--- src/rtl/toy_mem_pkg.sv ---
// rtl/toy_mem_pkg.sv - shared types and constants for the toy memory arbiter
package toy_mem_pkg;

  localparam int AW_DEF         = 30;
  localparam int DW_DEF         = 32;
  localparam int STARVE_MAX_DEF = 3;

  typedef enum logic [1:0] {
    IDLE  = 2'd0,
    IBUSY = 2'd1,
    DBUSY = 2'd2
  } arb_state_e;

  localparam logic RW_RD = 1'b0;
  localparam logic RW_WR = 1'b1;

endpackage

--- src/rtl/toy_arb_starve_ctr.sv ---
// rtl/toy_arb_starve_ctr.sv - saturating count of data grants taken while a fetch waits
module toy_arb_starve_ctr #(
  parameter int STARVE_MAX = toy_mem_pkg::STARVE_MAX_DEF
) (
  input  logic clk_i,
  input  logic rst_i,
  input  logic d_grant_i,
  input  logic i_grant_i,
  input  logic i_req_i,
  output logic force_fetch_o
);

  localparam logic [3:0] SMAX = 4'(STARVE_MAX);

  logic [3:0] cnt_q, cnt_d;

  always_ff @(posedge clk_i or posedge rst_i) begin
    if (rst_i) cnt_q <= '0;
    else       cnt_q <= cnt_d;
  end

  always_comb begin
    cnt_d = cnt_q;
    if (i_grant_i)
      cnt_d = '0;
    else if (d_grant_i && i_req_i && (cnt_q != SMAX))
      cnt_d = cnt_q + 4'd1;
  end

  assign force_fetch_o = i_req_i && (cnt_q == SMAX);

endmodule

--- src/rtl/toy_mem_arbiter.sv ---
// rtl/toy_mem_arbiter.sv - fetch/data arbiter onto one single-ported memory
// Optional fetch starvation guard enabled by TOY_MEM_ARB_FAIR_EN.
module toy_mem_arbiter
  import toy_mem_pkg::*;
#(
  parameter int AW         = AW_DEF,
  parameter int DW         = DW_DEF,
  parameter int STARVE_MAX = STARVE_MAX_DEF
) (
  input  logic          CLK,
  input  logic          RST,
  input  logic          I_REQ,
  input  logic [AW-1:0] I_ADDR,
  output logic          I_ACK,
  output logic [DW-1:0] I_RDATA,
  input  logic          D_REQ,
  input  logic          D_RW,
  input  logic [AW-1:0] D_ADDR,
  input  logic [DW-1:0] D_WDATA,
  output logic          D_ACK,
  output logic [DW-1:0] D_RDATA,
  output logic          M_REQ,
  output logic          M_RW,
  output logic [AW-1:0] M_ADDR,
  output logic [DW-1:0] M_WDATA,
  input  logic          M_RDY,
  input  logic [DW-1:0] M_RDATA
);

  if (STARVE_MAX < 1 || STARVE_MAX > 15) begin : g_param_check
    $error("STARVE_MAX must lie in 1..15");
  end

  arb_state_e    state_q, state_d;
  logic          m_req_q, m_req_d;
  logic          m_rw_q, m_rw_d;
  logic [AW-1:0] m_addr_q, m_addr_d;
  logic [DW-1:0] m_wdata_q, m_wdata_d;
  logic          i_ack_q, i_ack_d;
  logic          d_ack_q, d_ack_d;
  logic [DW-1:0] i_rdata_q, i_rdata_d;
  logic [DW-1:0] d_rdata_q, d_rdata_d;
  logic          d_grant, i_grant, force_fetch;

`ifdef TOY_MEM_ARB_FAIR_EN
  toy_arb_starve_ctr #(.STARVE_MAX(STARVE_MAX)) u_starve (
    .clk_i         (CLK),
    .rst_i         (RST),
    .d_grant_i     (d_grant),
    .i_grant_i     (i_grant),
    .i_req_i       (I_REQ),
    .force_fetch_o (force_fetch)
  );
`else
  assign force_fetch = 1'b0;
`endif

  always_ff @(posedge CLK or posedge RST) begin
    if (RST) begin
      state_q   <= IDLE;
      m_req_q   <= 1'b0;
      m_rw_q    <= RW_RD;
      m_addr_q  <= '0;
      m_wdata_q <= '0;
      i_ack_q   <= 1'b0;
      d_ack_q   <= 1'b0;
      i_rdata_q <= '0;
      d_rdata_q <= '0;
    end else begin
      state_q   <= state_d;
      m_req_q   <= m_req_d;
      m_rw_q    <= m_rw_d;
      m_addr_q  <= m_addr_d;
      m_wdata_q <= m_wdata_d;
      i_ack_q   <= i_ack_d;
      d_ack_q   <= d_ack_d;
      i_rdata_q <= i_rdata_d;
      d_rdata_q <= d_rdata_d;
    end
  end

  always_comb begin
    state_d   = state_q;
    m_req_d   = m_req_q;
    m_rw_d    = m_rw_q;
    m_addr_d  = m_addr_q;
    m_wdata_d = m_wdata_q;
    i_ack_d   = 1'b0;
    d_ack_d   = 1'b0;
    i_rdata_d = i_rdata_q;
    d_rdata_d = d_rdata_q;
    d_grant   = 1'b0;
    i_grant   = 1'b0;
    case (state_q)
      // Data belongs to an older instruction, so it wins unless the guard forces a fetch.
      IDLE: begin
        if (D_REQ && !force_fetch) begin
          d_grant   = 1'b1;
          m_req_d   = 1'b1;
          m_rw_d    = D_RW;
          m_addr_d  = D_ADDR;
          m_wdata_d = D_WDATA;
          state_d   = DBUSY;
        end else if (I_REQ) begin
          i_grant  = 1'b1;
          m_req_d  = 1'b1;
          m_rw_d   = RW_RD;
          m_addr_d = I_ADDR;
          state_d  = IBUSY;
        end
      end
      IBUSY: begin
        if (M_RDY) begin
          m_req_d   = 1'b0;
          i_ack_d   = 1'b1;
          i_rdata_d = M_RDATA;
          state_d   = IDLE;
        end
      end
      DBUSY: begin
        if (M_RDY) begin
          m_req_d = 1'b0;
          d_ack_d = 1'b1;
          if (m_rw_q == RW_RD) d_rdata_d = M_RDATA;
          state_d = IDLE;
        end
      end
      default: state_d = IDLE;
    endcase
  end

  assign M_REQ   = m_req_q;
  assign M_RW    = m_rw_q;
  assign M_ADDR  = m_addr_q;
  assign M_WDATA = m_wdata_q;
  assign I_ACK   = i_ack_q;
  assign I_RDATA = i_rdata_q;
  assign D_ACK   = d_ack_q;
  assign D_RDATA = d_rdata_q;

endmodule

--- config.mk ---
export PLATFORM = sky130hd
export DESIGN_NAME = toy_mem_arbiter
export DESIGN_NICKNAME = d
export VERILOG_FILES = /design/src/rtl/toy_mem_pkg.sv /design/src/rtl/toy_arb_starve_ctr.sv /design/src/rtl/toy_mem_arbiter.sv
export SDC_FILE = /design/constraint.sdc
export NUM_CORES = 1
export LEC_CHECK = 0
export CORE_AREA = 2 2 114 116
export DETAILED_ROUTE_END_ITERATION = 6
export DIE_AREA = 0 0 116 118
export PLACE_DENSITY = 0.85
export REMOVE_ABC_BUFFERS = 1
export SLEW_MARGIN = 15
export SYNTH_ARGS = -nofsm -noshare
export SYNTH_HDL_FRONTEND = slang
export SYNTH_SLANG_ARGS = --single-unit
--- constraint.sdc ---
create_clock -name CLK -period 10.4 [get_ports CLK]
set_input_delay 2.6 -clock CLK [delete_from_list [all_inputs] [get_ports CLK]]
set_output_delay 2.6 -clock CLK [all_outputs]
set_load 0.02 [all_outputs]
==> results of run 1 <==
## power breakdown
part	total [mW]	switching, mW	internal, mW	leakage [nW]
combinational	1.36	0.635	0.728	1.97
sequential	0.915	0.142	0.773	1.58
clock	0.632	0.218	0.415	0.307
total	2.91	0.995	1.92	3.85
## routing by layer
| metal | track usage (%) | vias to the layer above |
|---|---|---|
| met2 | 36.73 | 151 |
| met4 | 6.250 | 0 |
| met5 | 0 | - |
| met3 | 6.797 | 14 |
| li1 | - | 1793 |
| met1 | 22.70 | 1853 |
## how the worst max path moves through the flow
| stage | startpoint | endpoint | cells after the start |
|---|---|---|---|
| 4_1_cts | D_REQ | M_WDATA[4]$_DFFE_PP0P_ | 3 |
| 3_3_place_gp | D_REQ | M_WDATA[23]$_DFFE_PP0P_ | 3 |
| 3_5_place_dp | D_REQ | M_WDATA[14]$_DFFE_PP0P_ | 3 |
| 5_1_grt | RST | M_WDATA[21]$_DFFE_PP0P_ | 3 |
| 6_report | D_REQ | M_WDATA[1]$_DFFE_PP0P_ | 3 |
| 2_1_floorplan | RST | D_ACK$_DFF_PP0_ | 1 |
## placed cells by master, fill, tap and decap left out
| cell | n |
|---|---|
| mux2_2 | 66 |
| a31o_2 | 1 |
| nor2_1 | 1 |
| buf_2 | 1 |
| ha_1 | 4 |
| clkdlybuf4s50_1 | 258 |
| inv_4 | 1 |
| buf_12 | 1 |
| dfrtp_1 | 132 |
| and2_1 | 1 |
| nand2b_1 | 2 |
| inv_6 | 3 |
| inv_1 | 4 |
| nand2b_2 | 1 |
| clkinv_4 | 1 |
| o22ai_1 | 1 |
| nand2_1 | 33 |
| o21ai_4 | 1 |
| bufinv_16 | 4 |
| nand3_1 | 1 |
| clkbuf_1 | 1 |
| mux2i_1 | 30 |
| o21ai_0 | 30 |
| mux2_4 | 30 |
| clkbuf_16 | 17 |
| clkinv_2 | 2 |
| buf_4 | 2 |
| a32o_1 | 1 |
| nand2_2 | 1 |
| clkbuf_8 | 2 |
| o311ai_0 | 1 |
| clkinvlp_4 | 1 |
| a31oi_1 | 1 |
| a21oi_1 | 1 |
| and3b_1 | 1 |
## sequential cells by signal, summed over array words and instances (netlist names)
register,flops
D_RDATA,32
I_ACK,1
M_ADDR,30
M_REQ,1
state_q,2
D_ACK,1
I_RDATA,32
M_WDATA,32
M_RW,1
## through the flow
stage               setup WS [ns]  area [sq um]  hold slack [ns]
floorplan                   4.274          5240           0.5900
global placement            5.391          8070           0.4616
detailed placement          5.229          8070           0.4704
CTS                         5.653          8700           0.4834
global route                5.928          8722           0.4997
finish                      6.142          8722           0.4796
## cells by family (layout without fill, tap and decap cells)
kind of cell | Yosys count | count (layout) | share of synthesized area, %
muxes | 126 | 126 | 27.85
adders and majority gates | 4 | 4 | 0.9331
DFF | 132 | 132 | 61.58
and+or+nand+nor | 41 | 41 | 3.172
buffers and inverters | 25 | 298 | 2.659
AOI/OAI and AO/OA | 37 | 37 | 3.802
## critical path: cells and delay by family
| family | cells | cell delay [ns] |
|---|---|---|
| buf+inv | 1 | 0.75 |
| mux | 1 | 0.48 |
| simple gates | 1 | 0.68 |
## area by class of cell
class                           count  area, sq um
Fill cell                         907         3692
Timing Repair Buffer              262         2623
Inverter                            5        21.27
Tap cell                          172        215.2
Sequential cell                   132         3303
Clock inverter                     11        172.7
Multi-Input combinational cell    208         1931
Clock buffer                       20        456.7
==> run metrics, run 1 <==
vias in the first global route 4215; first-pass GRT wire length 21700 um; fin util 70.26%; Worst Setup End Kind flop; via count 3811; setup TNS 0 ns; Post-synth ARST share 100.0%; clock latency on the worst-skew pair 0.40 ns; CORE AREA 0.01241 sq mm; Yosys top cell area share 61.58%; clock-pin slew on the worst setup and hold paths 0.05 ns; initial core utilization 43.21%; CTS Sinks 132; DR WL met2 7255 um; Max VDD drop 0.1721 mV; Final Hold Vio Count 0; number of port buffers 259; GRT overflow 0; 1st-pass router iterations 4; FF-to-FF Start state_q[0]$_DFFE_PP0P_; # setup viols final 0; hold path cells 2; Slew @ Worst Pin 1.175 ns; WP data required 10.68 ns; CTS tree done; Via density 4.705; Hold Crit Start M_ADDR[6]$_DFFE_PP0P_; Synth Flop Type dfrtp_1; Die Height 118 um; Slew HR 21.68%; die width 116 um; top post-synthesis cells by area dfrtp_1 (62%), mux2_2 (14%), mux2_4 (8.4%), mux2i_1 (5.6%), o21ai_0 (2.8%); DR iter-0 viols 202; Tcrit/Tclk final 40.94%; row cnt 41; Yosys reg bits 132; Data arrival, critical path 4.54 ns; Final min period 4.258 ns; wire per inst 16.87 um; drt total wl 13670 um; crit start category input pin; post-synthesis sequential area ratio 61.58%; drt drc 0; CTS root buf clkbuf_16; DRT antenna net count 0; Crit path largest cell delay 0.75 ns; Synth cell types 24; fin cells 810; critical path class input pin to flop; Hold EP M_ADDR[6]$_DFFE_PP0P_; met3 WL 1013 um; gpl congestion 0.7505; die area 0.01369 sq mm; max-cap viol count 0; I/O Pins 260; Syn-to-layout area delta 62.61%; Pwr Total 2.910 mW; RR Endpoint D_RDATA[30]$_DFFE_PP0P_; Total GRT Usage 20.49%; RSZ-0062 raised after global routing false; Highest Signal Layer met4; CP max-delay cell buf_2; leading area contributor after synthesis dfrtp_1; synth warn 0; Max Clock Freq 0.2348 GHz; share of cells above drive strength 1 21.16%; post-CTS setup buffer count 0; CTS Hold Buffers Added 0; post-DP HPWL 10020 um; largest net degree at the start of global routing 79; CTS max path bufs 2; ant diodes 0; status complete, no violations; M1 WL 5220 um; EDFF count, synth 0; R2R cell count 5; HP Class flop to flop; NumNets Final 760; reg-to-reg slack, setup 8.23 ns; H-tree levels 4; Leakage 3.854 nW; Setup Skew 0.009131 ns; synth cell count leaders dfrtp_1 (132), mux2_2 (66), nand2_1 (34); most frequent cell after synthesis dfrtp_1; PD cells 333.6 mW/mm^2; Syn Inst Count 365; crit path max fanout 36; Slew Viols, Final 0; antenna violations before repair 0; Post-Syn Area 0.005364 sq mm; CTS Buf Count 17; syn_area_per_cell 14.70 sq um; worst path cell trace buf_2 -> nand2_2 -> mux2_2; dpl cells 778; Resize count post-CTS 0
(Power assumes the default switching activity.)
==> inputs of run 2 (changes only) <==
--- a/config.mk
+++ b/config.mk
@@ -5,10 +5,10 @@
 export SDC_FILE = /design/constraint.sdc
 export NUM_CORES = 1
 export LEC_CHECK = 0
-export CORE_AREA = 2 2 114 116
+export CORE_AREA = 2 2 118 120
 export DETAILED_ROUTE_END_ITERATION = 6
-export DIE_AREA = 0 0 116 118
-export PLACE_DENSITY = 0.85
+export DIE_AREA = 0 0 120 122
+export PLACE_DENSITY = 0.8
 export REMOVE_ABC_BUFFERS = 1
 export SLEW_MARGIN = 15
 export SYNTH_ARGS = -nofsm -noshare
==> constraint.sdc (replaced) <==
create_clock -name CLK -period 4.4 [get_ports CLK]
set_input_delay 1.1 -clock CLK [delete_from_list [all_inputs] [get_ports CLK]]
set_output_delay 1.1 -clock CLK [all_outputs]
set_load 0.02 [all_outputs]
==> run 2 against run 1 <==
  * Critical path depth decreased by 2
  * Combinational power increased by 140%
  * Sequential share of layout area increased by 0.22 points
  * Worst hold slack got worse by 0.0033 ns
  * Clock-buffer cell count increased by 3
  * First-iteration DRC count decreased by 33%
  * Cell count increased by 1.5%
  * Highest routed layer unchanged
==> run metrics, run 2 (synthesized netlist as in run 1, its figures left out) <==
status complete, no violations; crit start category flop; Sw Pwr 2.327 mW; RR Endpoint D_RDATA[30]$_DFFE_PP0P_; CORE AREA 0.01350 sq mm; reg-to-reg slack, setup 2.50 ns; H-tree levels 4; clock power share 19.7%; commonest non-fill, non-tap cell in the layout clkdlybuf4s50_1; setup TNS 0 ns; row cnt 43; Setup Skew 0.006292 ns; Storage cell area 0.003303 sq mm; Place WS 1.230 ns; worst setup path startpoint M_RW$_DFFE_PP0P_; Reg power frac 32.4%; Multi-input gate area 0.001933 sq mm; Hold WS 0.4763 ns; Final min period 2.542 ns; CTS Hold Buffers Added 0; NumNets Final 763; DR iter-0 viols 135; ant diodes 0; Total GRT Usage 18.91%; largest net degree at the start of global routing 65; post-DP HPWL 9844 um; Via density 4.729; crit path max fanout 3; Tcrit/Tclk final 57.77%; vias in the first global route 4094; number of port buffers 259; Slew HR 32.67%; post-route cell area 0.008672 sq mm; GRT overflow 0; CTS max path bufs 2; final setup margin 1.858 ns; Final Hold Vio Count 0; Slew @ Worst Pin 1.010 ns; Top delay family on crit path buffers and inverters; via count 3887; initial core utilization 39.72%; antenna violations before repair 0; HP Class flop to flop; Resize count post-CTS 0; gpl congestion 0.7723; WP data required 3.30 ns; Crit path largest cell delay 0.65 ns; Slew Viols, Final 0; FF-to-FF Start state_q[0]$_DFFE_PP0P_; FILL cells 1012; I/O Pins 260; post-CTS setup buffer count 0; first-pass GRT wire length 21340 um; die width 120 um; Worst Setup End Kind output pin; share of cells above drive strength 1 21.18%; 1st-pass router iterations 4; most frequent cells in the layout clkdlybuf4s50_1 (258), dfrtp_1 (132), mux2_2 (66); die area 0.01464 sq mm; internal power 4.354 mW; Crit path depth 1; # setup viols final 0; worst path bufs/invs 1; R2R cell count 5; wire per inst 16.44 um; Setup crit end M_RW; Die Height 122 um; Logic pwr share 47.9%; CP max-delay cell clkdlybuf4s50_1; Max VDD drop 0.2951 mV; CTS Buf Count 17; Data arrival, critical path 1.44 ns; clock latency on the worst-skew pair 0.41 ns; CTS tree done; PD cells 770.4 mW/mm^2; worst path cell trace clkdlybuf4s50_1; Max Clock Freq 0.3934 GHz; CTS root buf clkbuf_16; drt total wl 13510 um; CTS Sinks 132; max-cap viol count 0; DRT antenna net count 0; RSZ-0062 raised after global routing false; drt drc 0; Leakage 3.831 nW; clock-pin slew on the worst setup and hold paths 0.06 ns; switching fraction of total power 34.83%; critical path class flop to output pin; Syn-to-layout area delta 61.67%; placed cell area 0.008110 sq mm
-- run 2: power by group through the flow --
stage | combinational, mW | clock [mW] | sequential [mW]
6_report | 3.20 | 1.32 | 2.17
3_3_place_gp | 3.15 | 0 | 2.15
5_1_grt | 3.39 | 1.40 | 2.24
2_1_floorplan | 0.903 | 0 | 2.88
4_1_cts | 3.24 | 1.35 | 2.17
3_5_place_dp | 3.23 | 0 | 2.18
-- run 2: stage by stage --
step	power (mW)	std cells	utilization, %
floorplan	3.780	345	-
global placement	5.306	790	60.06
detailed placement	5.409	790	60.06
CTS	6.763	822	64.18
global route	7.031	822	64.22
finish	6.681	822	64.22
-- run 2: per-layer routing --
layer  track usage (%)  vias to the layer above  wire, um
met4             8.015                        0       265
li1                  -                     1803         -
met2             32.67                      177      6856
met5                 0                        -         0
met1             21.47                     1887      5286
met3             6.320                       20      1105
-- run 2: final cells by class --
class	count	area share, %
clock inverter	9	0.9090
multi-input combinational	208	22.29
clock buffer	23	5.511
inverter	5	0.2453
sequential	132	38.09
timing repair buffer	265	30.36
tap	180	2.597
-- run 2: how the worst min path moves through the flow --
stage                            from                      to  cells past startpoint
6_report        M_ADDR[5]$_DFFE_PP0P_   M_ADDR[5]$_DFFE_PP0P_                      2
5_1_grt         M_ADDR[4]$_DFFE_PP0P_   M_ADDR[4]$_DFFE_PP0P_                      2
4_1_cts        M_ADDR[17]$_DFFE_PP0P_  M_ADDR[17]$_DFFE_PP0P_                      2
3_5_place_dp    M_ADDR[4]$_DFFE_PP0P_   M_ADDR[4]$_DFFE_PP0P_                      2
3_3_place_gp   M_ADDR[27]$_DFFE_PP0P_  M_ADDR[27]$_DFFE_PP0P_                      2
2_1_floorplan   M_ADDR[0]$_DFFE_PP0P_   M_ADDR[0]$_DFFE_PP0P_                      2
==> inputs of run 3 (changes only) <==
--- a/config.mk
+++ b/config.mk
@@ -5,10 +5,10 @@
 export SDC_FILE = /design/constraint.sdc
 export NUM_CORES = 1
 export LEC_CHECK = 0
-export CORE_AREA = 2 2 118 120
+export CORE_AREA = 2 2 124 126
 export DETAILED_ROUTE_END_ITERATION = 6
-export DIE_AREA = 0 0 120 122
-export PLACE_DENSITY = 0.8
+export DIE_AREA = 0 0 126 128
+export PLACE_DENSITY = 0.76
 export REMOVE_ABC_BUFFERS = 1
 export SLEW_MARGIN = 15
 export SYNTH_ARGS = -nofsm -noshare
==> constraint.sdc (replaced) <==
create_clock -name CLK -period 2.3 [get_ports CLK]
set_input_delay 0.575 -clock CLK [delete_from_list [all_inputs] [get_ports CLK]]
set_output_delay 0.575 -clock CLK [all_outputs]
set_load 0.02 [all_outputs]
==> run 3 against run 2 <==
  * Total power is 96% higher
  * Global-route usage is 2.0 points lower
  * Register-to-register slack worse by 1.9 ns
  * Critical endpoint is now D_RDATA[14]
==> run metrics, run 3 (synthesized netlist as in run 1, its figures left out) <==
status complete, no violations; setup TNS 0 ns; Worst Setup End Kind output pin; Storage cell area 0.003303 sq mm; Max VDD drop 0.5613 mV; HP Class flop to flop; critical path class flop to output pin; Slew HR 67.18%; Slew @ Worst Pin 0.4924 ns; Tcrit/Tclk final 86.99%; H-tree levels 4; Die Height 128 um; initial core utilization 36.09%; crit start category flop; die area 0.01613 sq mm; Slew Viols, Final 0; Sw Pwr 4.474 mW; WP data required 1.73 ns; CP max-delay cell clkdlybuf4s50_1; commonest non-fill, non-tap cell in the layout clkdlybuf4s50_1; fin util 59.57%; die width 126 um; # setup viols final 0; final setup margin 0.2992 ns; gpl congestion 0.8082; drt drc 0; DR iter-0 viols 83; post-CTS setup buffer count 0; Via density 4.691; largest net degree at the start of global routing 55; antenna violations before repair 0; Max Clock Freq 0.4998 GHz; Syn-to-layout area delta 65.08%; clock latency on the worst-skew pair 0.41 ns; worst path bufs/invs 1; first-pass GRT wire length 21400 um; Resize count post-CTS 0; PD cells 1482 mW/mm^2; Place WS 0.2267 ns; fin cells 833; post-DP HPWL 10240 um; switching fraction of total power 34.08%; GRT overflow 0; Final min period 2.001 ns; clock-pin slew on the worst setup and hold paths 0.06 ns; row cnt 45; CTS root buf clkbuf_16; share of cells above drive strength 1 22.02%; Crit path largest cell delay 0.67 ns; 1st-pass router iterations 4; CTS Sinks 132; CTS max path bufs 2; Top delay family on crit path buffers and inverters; internal power 8.653 mW; via count 3908; Data arrival, critical path 1.43 ns; crit path max fanout 2; wire per inst 16.00 um; Logic pwr share 47.0%; Setup Skew 0.007117 ns; Total GRT Usage 16.91%; drt total wl 13330 um; vias in the first global route 4148; FILL cells 1194; DRT antenna net count 0; RSZ-0062 raised after global routing false; Pwr Total 13.13 mW; ant diodes 0; Final Hold Vio Count 0; max-cap viol count 0; worst path cell trace clkdlybuf4s50_1; dpl cells 801; Multi-input gate area 0.001928 sq mm; most frequent cells in the layout clkdlybuf4s50_1 (258), dfrtp_1 (132), mux2_2 (66); Leakage 3.912 nW; I/O Pins 260; CORE AREA 0.01486 sq mm; Reg power frac 31.6%; CTS tree done; clock power share 21.4%; number of port buffers 259; CTS Buf Count 17; NumNets Final 766; CTS Hold Buffers Added 0
run 3: cell types whose count changed in the layout (fill, tap and decap cells not counted), moves of 2 or more:
cell and change:
clkbuf_1 -3, buf_4 -4, buf_12 +7, inv_6 +2
clkbuf_8 -2, bufinv_16 +3
run 3: worst paths after layout:
check | startpoint | to | depth (start not counted) | slack, ns
worst max-delay path | D_RDATA[14]$_DFFE_PP0P_ | D_RDATA[14] | 1 | 0.30
worst min-delay path | M_ADDR[18]$_DFFE_PP0P_ | M_ADDR[18]$_DFFE_PP0P_ | 2 | 0.48
worst max register to register | state_q[0]$_DFFE_PP0P_ | M_WDATA[1]$_DFFE_PP0P_ | 5 | 0.56
worst min register to register | M_ADDR[18]$_DFFE_PP0P_ | M_ADDR[18]$_DFFE_PP0P_ | 2 | 0.48
max in group asynchronous | RST | D_RDATA[13]$_DFFE_PP0P_ | 3 | 1.23
min in group asynchronous | RST | M_WDATA[14]$_DFFE_PP0P_ | 2 | 0.55
run 3: per-stage QoR:
| step | cell area, sq um | hold slack (ns) |
|---|---|---|
| 6_report | 8855 | 0.4774 |
| 5_1_grt | 8855 | 0.4991 |
| 4_1_cts | 8855 | 0.4823 |
| 3_5_place_dp | 8233 | 0.4717 |
| 3_3_place_gp | 8233 | 0.4622 |
| 2_1_floorplan | 5240 | 0.5900 |
run 3: layer usage:
layer | wire, um | track usage (%) | up-vias
met5 | 0 | 0 | -
met4 | 315 | 7.563 | 0
met3 | 1123 | 6.010 | 23
met2 | 6565 | 27.36 | 182
met1 | 5327 | 20.44 | 1899
li1 | - | - | 1804
run 3: power by group through the flow:
stage	logic, mW	registers [mW]	clock network [mW]
floorplan	1.73	5.50	0
global placement	6.11	4.12	0
detailed placement	6.22	4.18	0
CTS	6.25	4.16	2.88
global route	6.51	4.29	2.99
finish	6.17	4.15	2.81
run 3: final cells by class:
cell class	count	share of cell area, %
multi-input combinational	208	21.77
timing repair buffer	268	30.97
clock buffer	18	4.960
sequential	132	37.30
inverter	5	0.2685
clock inverter	14	2.063
tap	188	2.656
